--- config.mk ---
export PLATFORM = sky130hd
export DESIGN_NAME = pipe_ctrl
export DESIGN_NICKNAME = d
export VERILOG_FILES = /design/src/rtl/pipe_ctrl_pkg.sv /design/src/rtl/pipe_ctrl_sat_counter.sv /design/src/rtl/pipe_ctrl.sv
export SDC_FILE = /design/constraint.sdc
export NUM_CORES = 1
export LEC_CHECK = 0
export ABC_AREA = 1
export CAP_MARGIN = 20
export CORE_AREA = 2 2 90 92
export CTS_BUF_LIST = sky130_fd_sc_hd__clkbuf_4
export DETAILED_ROUTE_END_ITERATION = 8
export DIE_AREA = 0 0 92 94
export GPL_TIMING_DRIVEN = 0
export PLACE_DENSITY = 0.87
export SLEW_MARGIN = 20
export SYNTH_ARGS = -nofsm -noshare
export SYNTH_HDL_FRONTEND = slang
export SYNTH_SLANG_ARGS = --single-unit
--- constraint.sdc ---
create_clock -name clk_i -period 2.8 [get_ports clk_i]
set_clock_uncertainty 0.1 [all_clocks]
set_input_delay 0.84 -clock clk_i [delete_from_list [all_inputs] [get_ports clk_i]]
set_output_delay 0.84 -clock clk_i [all_outputs]
set_load 0.005 [all_outputs]
--- src/rtl/pipe_ctrl_pkg.sv ---
// Shared definitions for the pipeline control unit: default stall bus
// width, stall level meaning, FSM encodings and a width helper.
package pipe_ctrl_pkg;

  // Default number of stall bus bits: PC, IF, ID, EX, MEM, WB
  localparam int STALL_BUS = 6;

  // Level driven on a stall bit to hold the corresponding stage register
  localparam logic STOP = 1'b1;

  // Flush sequencer states, kept as plain constants for legacy users
  localparam logic [0:0] PC_RUN   = 1'b0;
  localparam logic [0:0] PC_FLUSH = 1'b1;

  // Bits needed to hold values 0..value-1, never less than one bit
  function automatic int safeClog2(input int value);
    return (value > 1) ? $clog2(value) : 1;
  endfunction

endpackage

--- src/rtl/pipe_ctrl_sat_counter.sv ---
// Saturating up-counter with synchronous clear; clear wins over increment.
module sat_counter
  import pipe_ctrl_pkg::*;
#(
  parameter int               WIDTH = 8,
  parameter logic [WIDTH-1:0] MAX   = '1
) (
  input  logic             clk_i,
  input  logic             rst_ni,
  input  logic             inc_i,
  input  logic             clr_i,
  output logic [WIDTH-1:0] count_o
);

  logic [WIDTH-1:0] count_q;
  logic [WIDTH-1:0] count_d;

  // Next count: clear first, otherwise step up until MAX is reached
  always_comb begin
    count_d = count_q;
    if (clr_i) begin
      count_d = '0;
    end else if (inc_i && (count_q != MAX)) begin
      count_d = count_q + WIDTH'(1);
    end
  end

  // Count register
  always_ff @(posedge clk_i or negedge rst_ni) begin
    if (!rst_ni) begin
      count_q <= '0;
    end else begin
      count_q <= count_d;
    end
  end

  assign count_o = count_q;

endmodule

--- src/rtl/pipe_ctrl.sv ---
// Pipeline control unit: turns per-stage stall requests into a prefix
// stall mask, sequences flush pulses with a redirect PC, and tracks
// stalled cycles plus a sticky stall watchdog.
module pipe_ctrl
  import pipe_ctrl_pkg::*;
#(
  parameter int NSTAGE       = STALL_BUS,
  parameter int FLUSH_CYCLES = 1,
  parameter int CNT_W        = 32,
  parameter int WDOG_LIMIT   = 1024
) (
  input  logic              clk_i,
  input  logic              rst_ni,
  input  logic [NSTAGE-2:0] stallreq_i,
  input  logic              excp_valid_i,
  input  logic [31:0]       excp_pc_i,
  input  logic              perf_clr_i,
  output logic [NSTAGE-1:0] stall_o,
  output logic              flush_o,
  output logic [31:0]       new_pc_o,
  output logic [CNT_W-1:0]  stall_cycles_o,
  output logic              stall_timeout_o
);

  localparam int FC_W = safeClog2(FLUSH_CYCLES);
  localparam int WD_W = safeClog2(WDOG_LIMIT + 1);

  logic [0:0]        state_q, state_d;
  logic [FC_W-1:0]   fcnt_q, fcnt_d;
  logic [31:0]       new_pc_q, new_pc_d;
  logic              timeout_q, timeout_d;
  logic [NSTAGE-1:0] req_mask;
  logic              stall_any;
  logic [WD_W-1:0]   wdog_cnt;

  // Prefix mask: a request from stage k also holds every stage before it
  always_comb begin
    logic acc;
    acc      = 1'b0;
    req_mask = '0;
    for (int k = NSTAGE - 1; k >= 1; k--) begin
      acc         = acc | stallreq_i[k-1];
      req_mask[k] = acc;
    end
    req_mask[0] = acc;
  end

  // A flush in progress overrides any stall request
  assign stall_o   = (state_q == PC_RUN) ? req_mask : '0;
  assign stall_any = |stall_o;

  // Flush sequencer: latch the redirect target and count the pulse down;
  // requests arriving during a flush are dropped
  always_comb begin
    state_d  = state_q;
    fcnt_d   = fcnt_q;
    new_pc_d = new_pc_q;
    case (state_q)
      PC_RUN: begin
        if (excp_valid_i) begin
          state_d  = PC_FLUSH;
          fcnt_d   = FC_W'(FLUSH_CYCLES - 1);
          new_pc_d = excp_pc_i;
        end
      end
      PC_FLUSH: begin
        if (fcnt_q == '0) begin
          state_d = PC_RUN;
        end else begin
          fcnt_d = fcnt_q - FC_W'(1);
        end
      end
      default: state_d = PC_RUN;
    endcase
  end

  // Watchdog fires on the edge that completes WDOG_LIMIT consecutive
  // stalled cycles and then stays set until reset
  always_comb begin
    timeout_d = timeout_q;
    if ((WDOG_LIMIT != 0) && stall_any && (wdog_cnt == WD_W'(WDOG_LIMIT - 1))) begin
      timeout_d = 1'b1;
    end
  end

  // Sequencer and watchdog flag registers
  always_ff @(posedge clk_i or negedge rst_ni) begin
    if (!rst_ni) begin
      state_q   <= PC_RUN;
      fcnt_q    <= '0;
      new_pc_q  <= '0;
      timeout_q <= 1'b0;
    end else begin
      state_q   <= state_d;
      fcnt_q    <= fcnt_d;
      new_pc_q  <= new_pc_d;
      timeout_q <= timeout_d;
    end
  end

  sat_counter #(
    .WIDTH (CNT_W),
    .MAX   ({CNT_W{1'b1}})
  ) u_stall_cycles (
    .clk_i   (clk_i),
    .rst_ni  (rst_ni),
    .inc_i   (stall_any),
    .clr_i   (perf_clr_i),
    .count_o (stall_cycles_o)
  );

  sat_counter #(
    .WIDTH (WD_W),
    .MAX   (WD_W'(WDOG_LIMIT))
  ) u_wdog_cnt (
    .clk_i   (clk_i),
    .rst_ni  (rst_ni),
    .inc_i   (stall_any),
    .clr_i   (!stall_any),
    .count_o (wdog_cnt)
  );

  assign flush_o         = (state_q == PC_FLUSH);
  assign new_pc_o        = new_pc_q;
  assign stall_timeout_o = timeout_q;

endmodule
==> metrics.cfg, run 1 <==
[detailed_routing]
avgViaCountPerCell=5.244
drtPass1Iterations=6
drc=0
detail-route-antenna-nets=0
routed_wl_mm=11.35
via_count=4237
post_drt_wl_per_cell_microns=14.05
initialDrtViolationCount=206

[run]
cap_violations=0

[final_layout]
fin_util_pct=72.42
syn_to_final_growth_pct=34.94
fin_nets=745
n_antenna_cell=0
fin_cells=808
drive_gt1_share_pct=7.082

[sta]
slew_headroom_pct=62.95
worst_slew_pin_slew_ns=0.5558
timing.final.crit_share_pct=98.01
setup_viol_count_final=0
drv_slew=0
finalHoldViolCount=0
post-route-min-period_ns=2.744
clock.fmax_ghz=0.3644
fin_hold_ws_ns=0.2379

[clock_tree]
clk_latency_ns=0.43
cts_tree=built
cts.sinks=77
htree_levels=3
cts_buffer_depth=2
hold_buffers=0
root_buffer=clkbuf_4
numCtsBuffers=9
clkSlewWorstSetupHoldPaths_ns=0.14

[worst_setup_path]
critPathKind=in -> out
worstReg2RegStart=u_stall_cycles.count_o[0]
reg2reg_to=u_stall_cycles.count_o[27]
critPathLaunchType=input pin
crit_required_ns=1.86
arrival_ns=1.80
r2r_slack_ns=0.52
worst_setup_path_end_kind=primary output
reg2reg_depth=9
worstPathMaxFanout=7

[power]
power_mw=2.292
vdd_ir_drop_max_v=0.0003099
p_leak_nw=2.590
pwr_density_cell_nw_per_um2=416.0

[yosys]
synth_compound_area_share_pct=2.268
synth_top_family_by_area=simple AND/OR/NAND/NOR gates
synth_enable_flop_cells=0
ys_top_cells_by_count=nand2_1 (263), dfrtp_1 (77), nor2_1 (72)
synthCells=572
avgSynthCellArea_sq_um=7.138
async_flop_share_pct=100.0
syn_area_sq_um=4083
ys_ff_latch=77
synth_flop_cell=dfrtp_1
synth_warnings=0
yosys.area_share.simple_pct=41.77
synth_fa_ha_area_share_pct=0.9194
seq_area_frac_synth_pct=47.20
synth_nets=616
synth_area_leaders=dfrtp_1 (47%), nand2_1 (24%), nor2_1 (6.6%), nand4_1 (3.7%), nand3_1 (3.6%)
synth.area.mux_share_pct=0
synth_cell_type_count=29
synth_xor_area_share_pct=1.931
yosysMostFrequentCell=nand2_1
netlist.top_cell.by_area=dfrtp_1
synth.top_cell.area_share_pct=47.20

[status]
status=completed

[placed_design]
io_buffers=111
dp_cells=786
place_congestion=0.9933
dp_hpwl_mm=8.539

[grt]
met3_usage_pct=6.180
groute.layer.met2.usage_pct=46.69
grt_pass1_wl_mm=19.04
grt_max_degree=45
grt-ovfl-total=0
grt_busiest_layer=met2
grt_use_total_pct=28.00
antenna_found_initial=0
use_met1_pct=35.22
grt_pass1_vias=4118

[floorplanning]
die_w_microns=92
core.rowCount=32
die-area_sq_um=8648
initial_utilization_pct=53.67
ios=113
coreArea_sq_um=7607
die_h_microns=94

[worst_hold_path]
hp-class=in -> async

state kept, by name (all words and copies together), names as in the netlist:
signal	cells
flush_o	1
new_pc_o	32
stall_timeout_o	1
u_stall_cycles.count_o	32
u_wdog_cnt.count_o	11
kinds of logic after synthesis:
logic type      Yosys count
compound gates           17
fa+ha+maj                 3
buf+inv                  56
flops                    77
xor+xnor                  9
simple gates            410
routing by layer:
layer / up-vias / share of wire [%]
met2: 175 / 47
met4: 0 / 2.7
met3: 27 / 7.8
met1: 1986 / 42
met5: - / 0
li1: 2049 / -
power breakdown:
part / internal (mW) / leakage (nW) / switching [mW]
Combinational: 0.237 / 1.52 / 0.196
Sequential: 1.19 / 1.02 / 0.0559
Clock: 0.184 / 0.0564 / 0.430
Total: 1.61 / 2.59 / 0.683
cell usage in the layout (no fill, tap or decap), types with 2 or more instances in the layout:
cell type / netlist / layout
clkbuf_4: 0 / 9
clkdlybuf4s50_1: 0 / 100
nor2_4: 2 / 2
ha_1: 3 / 3
or2_2: 7 / 7
nand4_1: 24 / 24
nand3_1: 29 / 29
clkinv_1: 1 / 2
xnor2_1: 2 / 2
clkinvlp_4: 0 / 3
xor2_1: 7 / 7
inv_1: 38 / 37
a21oi_1: 6 / 6
o21ai_0: 8 / 8
buf_6: 3 / 3
nor3_1: 5 / 5
dfrtp_1: 77 / 77
nor2_2: 1 / 2
clkbuf_1: 10 / 10
nand2_4: 2 / 3
buf_4: 1 / 9
dlygate4sd2_1: 0 / 7
nand2_1: 263 / 262
inv_6: 0 / 3
nand2_2: 3 / 3
nor2_1: 72 / 71
area by class of cell:
| cell class | instances | area, sq um |
|---|---|---|
| clock buffer | 9 | 67.56 |
| multi-input combinational | 439 | 1924 |
| fill | 642 | 2098 |
| buffer | 15 | 82.58 |
| timing repair buffer | 118 | 1167 |
| sequential | 77 | 1927 |
| inverter | 41 | 163.9 |
| tap | 102 | 127.6 |
| clock inverter | 7 | 48.80 |
stage by stage:
step	instance area (sq um)	TNS (ns)	setup WS (ns)
global route	5509	-0.001830	-0.001830
CTS	5484	0	0.02133
detailed placement	5346	-3.693	-0.7784
finish	5509	0	0.05584
floorplan	4083	0	0.2622
global placement	5321	-147.03	-1.878
critical path, cell delays in order:
cell and delay (ns):
dlygate4sd2_1 0.26, nor2_2 0.13, nand4_1 0.15, nand2_4 0.13, inv_6 0.05, buf_4 0.12
buf_4 0.12
worst max path at each step:
stage	cells after the start	slack, ns	startpoint	to
5_1_grt	7	-0.002	stallreq_i[4]	stall_o[1]
3_3_place_gp	1	-1.88	rst_ni	new_pc_o[1]
3_5_place_dp	7	-0.78	stallreq_i[4]	stall_o[1]
4_1_cts	7	0.02	stallreq_i[0]	stall_o[1]
6_report	7	0.06	stallreq_i[4]	stall_o[1]
2_1_floorplan	5	0.26	stallreq_i[3]	stall_o[1]
what timing repair did:
item                       in CTS  in global routing
setup endpoints to repair       6                  1
resized for setup              19                  1
cloned                          0                  0
buffers inserted                3                  3
pin swaps                       3                  1
(Power assumes the default switching activity.)
==> run 2, diff against run 1 <==
--- a/config.mk
+++ b/config.mk
@@ -9,10 +9,12 @@
 export CAP_MARGIN = 20
 export CORE_AREA = 2 2 90 92
 export CTS_BUF_LIST = sky130_fd_sc_hd__clkbuf_4
+export CTS_CLUSTER_DIAMETER = 30
 export DETAILED_ROUTE_END_ITERATION = 8
 export DIE_AREA = 0 0 92 94
 export GPL_TIMING_DRIVEN = 0
 export PLACE_DENSITY = 0.87
+export SETUP_SLACK_MARGIN = 0.1
 export SLEW_MARGIN = 20
 export SYNTH_ARGS = -nofsm -noshare
 export SYNTH_HDL_FRONTEND = slang
==> run 2 against run 1 <==
Compared with the run above:
- register-to-register slack hardly changed
- critical path depth stayed put
- clock power hardly changed
- critical path type unchanged
- highest routed layer unchanged
==> metrics.cfg, run 2 (same netlist as run 1, synthesis figures left out) <==
[worst_setup_path]
worstPathMaxFanout=5  ; was 7
critPathLaunchType=input pin  ; unchanged
critPathLaunch=stallreq_i[1]  ; was stallreq_i[4]
worst_setup_path_end_kind=primary output  ; unchanged
critPathKind=in -> out  ; unchanged
arrival_ns=1.72  ; was 1.80 ns
crit_required_ns=1.86  ; about the same
worstReg2RegStart=u_stall_cycles.count_o[0]  ; unchanged

[floorplanning]
initial_utilization_pct=53.67  ; unchanged
die_w_microns=92  ; unchanged
die-area_sq_um=8648  ; unchanged
die_h_microns=94  ; unchanged
core.rowCount=32  ; unchanged
ios=113  ; unchanged
coreArea_sq_um=7607  ; unchanged

[clock_tree]
hold_buffers=0  ; unchanged
clkSlewWorstSetupHoldPaths_ns=0.14  ; about the same
htree_levels=3  ; unchanged
root_buffer=clkbuf_4  ; unchanged
cts.sinks=77  ; unchanged
numCtsBuffers=9  ; unchanged
clk_latency_ns=0.43  ; about the same
cts_buffer_depth=2  ; unchanged
cts_tree=built  ; unchanged

[sta]
setup_slack_ns=0.1361  ; was 0.05584 ns
post-route-min-period_ns=2.664  ; was 2.744 ns
finalHoldViolCount=0  ; unchanged
fin_tns_setup_ns=0  ; unchanged
rsz0062_at_grt=no
clock.fmax_ghz=0.3754  ; was 0.3644 GHz
worst_slew_pin_slew_ns=0.5393  ; was 0.5558 ns
setup_viol_count_final=0  ; unchanged
timing.final.crit_share_pct=95.14  ; was 98.01%
drv_slew=0  ; unchanged
slew_headroom_pct=64.04  ; was 62.95%

[grt]
grt_pass1_vias=4141  ; was 4118
grt_pass1_wl_mm=19.28  ; was 19.04 mm
grt_max_degree=45  ; unchanged
grt-ovfl-total=0  ; unchanged
grt_use_total_pct=28.37  ; was 28.00%
antenna_found_initial=0  ; unchanged

[detailed_routing]
routed_wl_mm=11.42  ; was 11.35 mm
drc=0  ; unchanged
detail-route-antenna-nets=0  ; unchanged
post_drt_wl_per_cell_microns=14.11  ; was 14.05 microns
via_count=4204  ; was 4237
initialDrtViolationCount=206  ; unchanged
drtPass1Iterations=5  ; was 6
avgViaCountPerCell=5.197  ; was 5.244

[final_layout]
final.fill_count=639  ; was 642
drive_gt1_share_pct=7.496  ; was 7.082%
multiInputGateArea_sq_um=1924  ; unchanged
syn_to_final_growth_pct=34.97  ; was 34.94%
final_cell_mix=nand2_1 (262), clkdlybuf4s50_1 (100), dfrtp_1 (77), nor2_1 (71), inv_1 (36)  ; was nand2_1 (262), clkdlybuf4s50_1 (100), dfrtp_1 (77), nor2_1 (71), inv_1 (37)
fin_nets=746  ; was 745
n_antenna_cell=0  ; unchanged
final_common_cell=nand2_1  ; unchanged
design_area_sq_um=5510  ; was 5509 sq um
seq_area_sq_um=1927  ; unchanged

[placed_design]
io_buffers=111  ; unchanged
place_congestion=0.9933  ; unchanged
pre_cts_ws_ns=-0.7784  ; unchanged
dp_hpwl_mm=8.539  ; unchanged
place_area_sq_um=5346  ; unchanged

[worst_hold_path]
hp-class=in -> async  ; unchanged

[power]
power_mw=2.295  ; was 2.292 mW
pwr_density_cell_nw_per_um2=416.5  ; was 416.0 nW/um^2
vdd_ir_drop_max_v=0.0003114  ; was 0.0003099 V
p_leak_nw=2.585  ; was 2.590 nW

[status]
status=completed  ; unchanged

[run]
cap_violations=0  ; unchanged

-- run 2: stage by stage --
stage                     util [%]  hold slack, ns  instances
after floorplan                  -          0.3678        572
final                        72.43          0.2422        809
after CTS                    72.55          0.2442        809
after detailed placement     70.28          0.3693        786
after global routing         72.43          0.2422        809
after global placement       69.95          0.3632        785
-- run 2: worst max-delay path: stages --
cell	delay, ns
dlygate4sd2_1	0.24
inv_2	0.05
nand4_1	0.17
nand2_4	0.14
inv_6	0.05
buf_4	0.12
buf_6	0.10
-- run 2: final timing paths --
path                       slack, ns                    endpoint  cells after the start
setup / recovery                0.14                  stall_o[1]                      7
hold / removal                  0.24  u_stall_cycles.count_o[24]                      1
setup reg to reg                0.52  u_stall_cycles.count_o[27]                      9
hold reg to reg                 0.40                new_pc_o[23]                      2
max in group asynchronous       1.78                new_pc_o[19]                      2
min in group clk_i              0.40                new_pc_o[23]                      2
-- run 2: layout make-up --
| class | instances | area share [%] |
|---|---|---|
| buffer | 15 | 1.499 |
| clock buffer | 9 | 1.226 |
| clock inverter | 7 | 0.8856 |
| inverter | 41 | 2.975 |
| multi-input combinational | 439 | 34.92 |
| sequential | 77 | 34.97 |
| tap | 102 | 2.316 |
| timing repair buffer | 118 | 21.14 |
| timing repair inverter | 1 | 0.06812 |
-- run 2: metal layers --
| metal | vias to the layer above | global-route usage [%] | share of wire, % |
|---|---|---|---|
| li1 | 2046 | - | - |
| met1 | 1971 | 35.83 | 42 |
| met2 | 160 | 47.49 | 47 |
| met3 | 27 | 5.939 | 7.7 |
| met4 | 0 | 12.06 | 2.7 |
| met5 | - | 0 | 0 |
-- run 2: repair_timing --
action                                 CTS  global route
pin swaps                                3             3
endpoints found under the hold margin    0             0
buffers inserted                         6             0
setup endpoints to repair                6             2
gates cloned                             1             0
gates resized for setup                 22             4
-- run 2: report_power, final --
group          internal, mW  switching (mW)
Clock                 0.184           0.432
Combinational         0.237           0.198
Sequential             1.19          0.0559
==> run 3, diff against run 2 <==
--- a/config.mk
+++ b/config.mk
@@ -15,6 +15,7 @@
 export GPL_TIMING_DRIVEN = 0
 export PLACE_DENSITY = 0.87
 export SETUP_SLACK_MARGIN = 0.1
+export SKIP_LAST_GASP = 1
 export SLEW_MARGIN = 20
 export SYNTH_ARGS = -nofsm -noshare
 export SYNTH_HDL_FRONTEND = slang
==> results of run 3 <==
The final DEF is identical to that of run 2; final timing and power are the same.
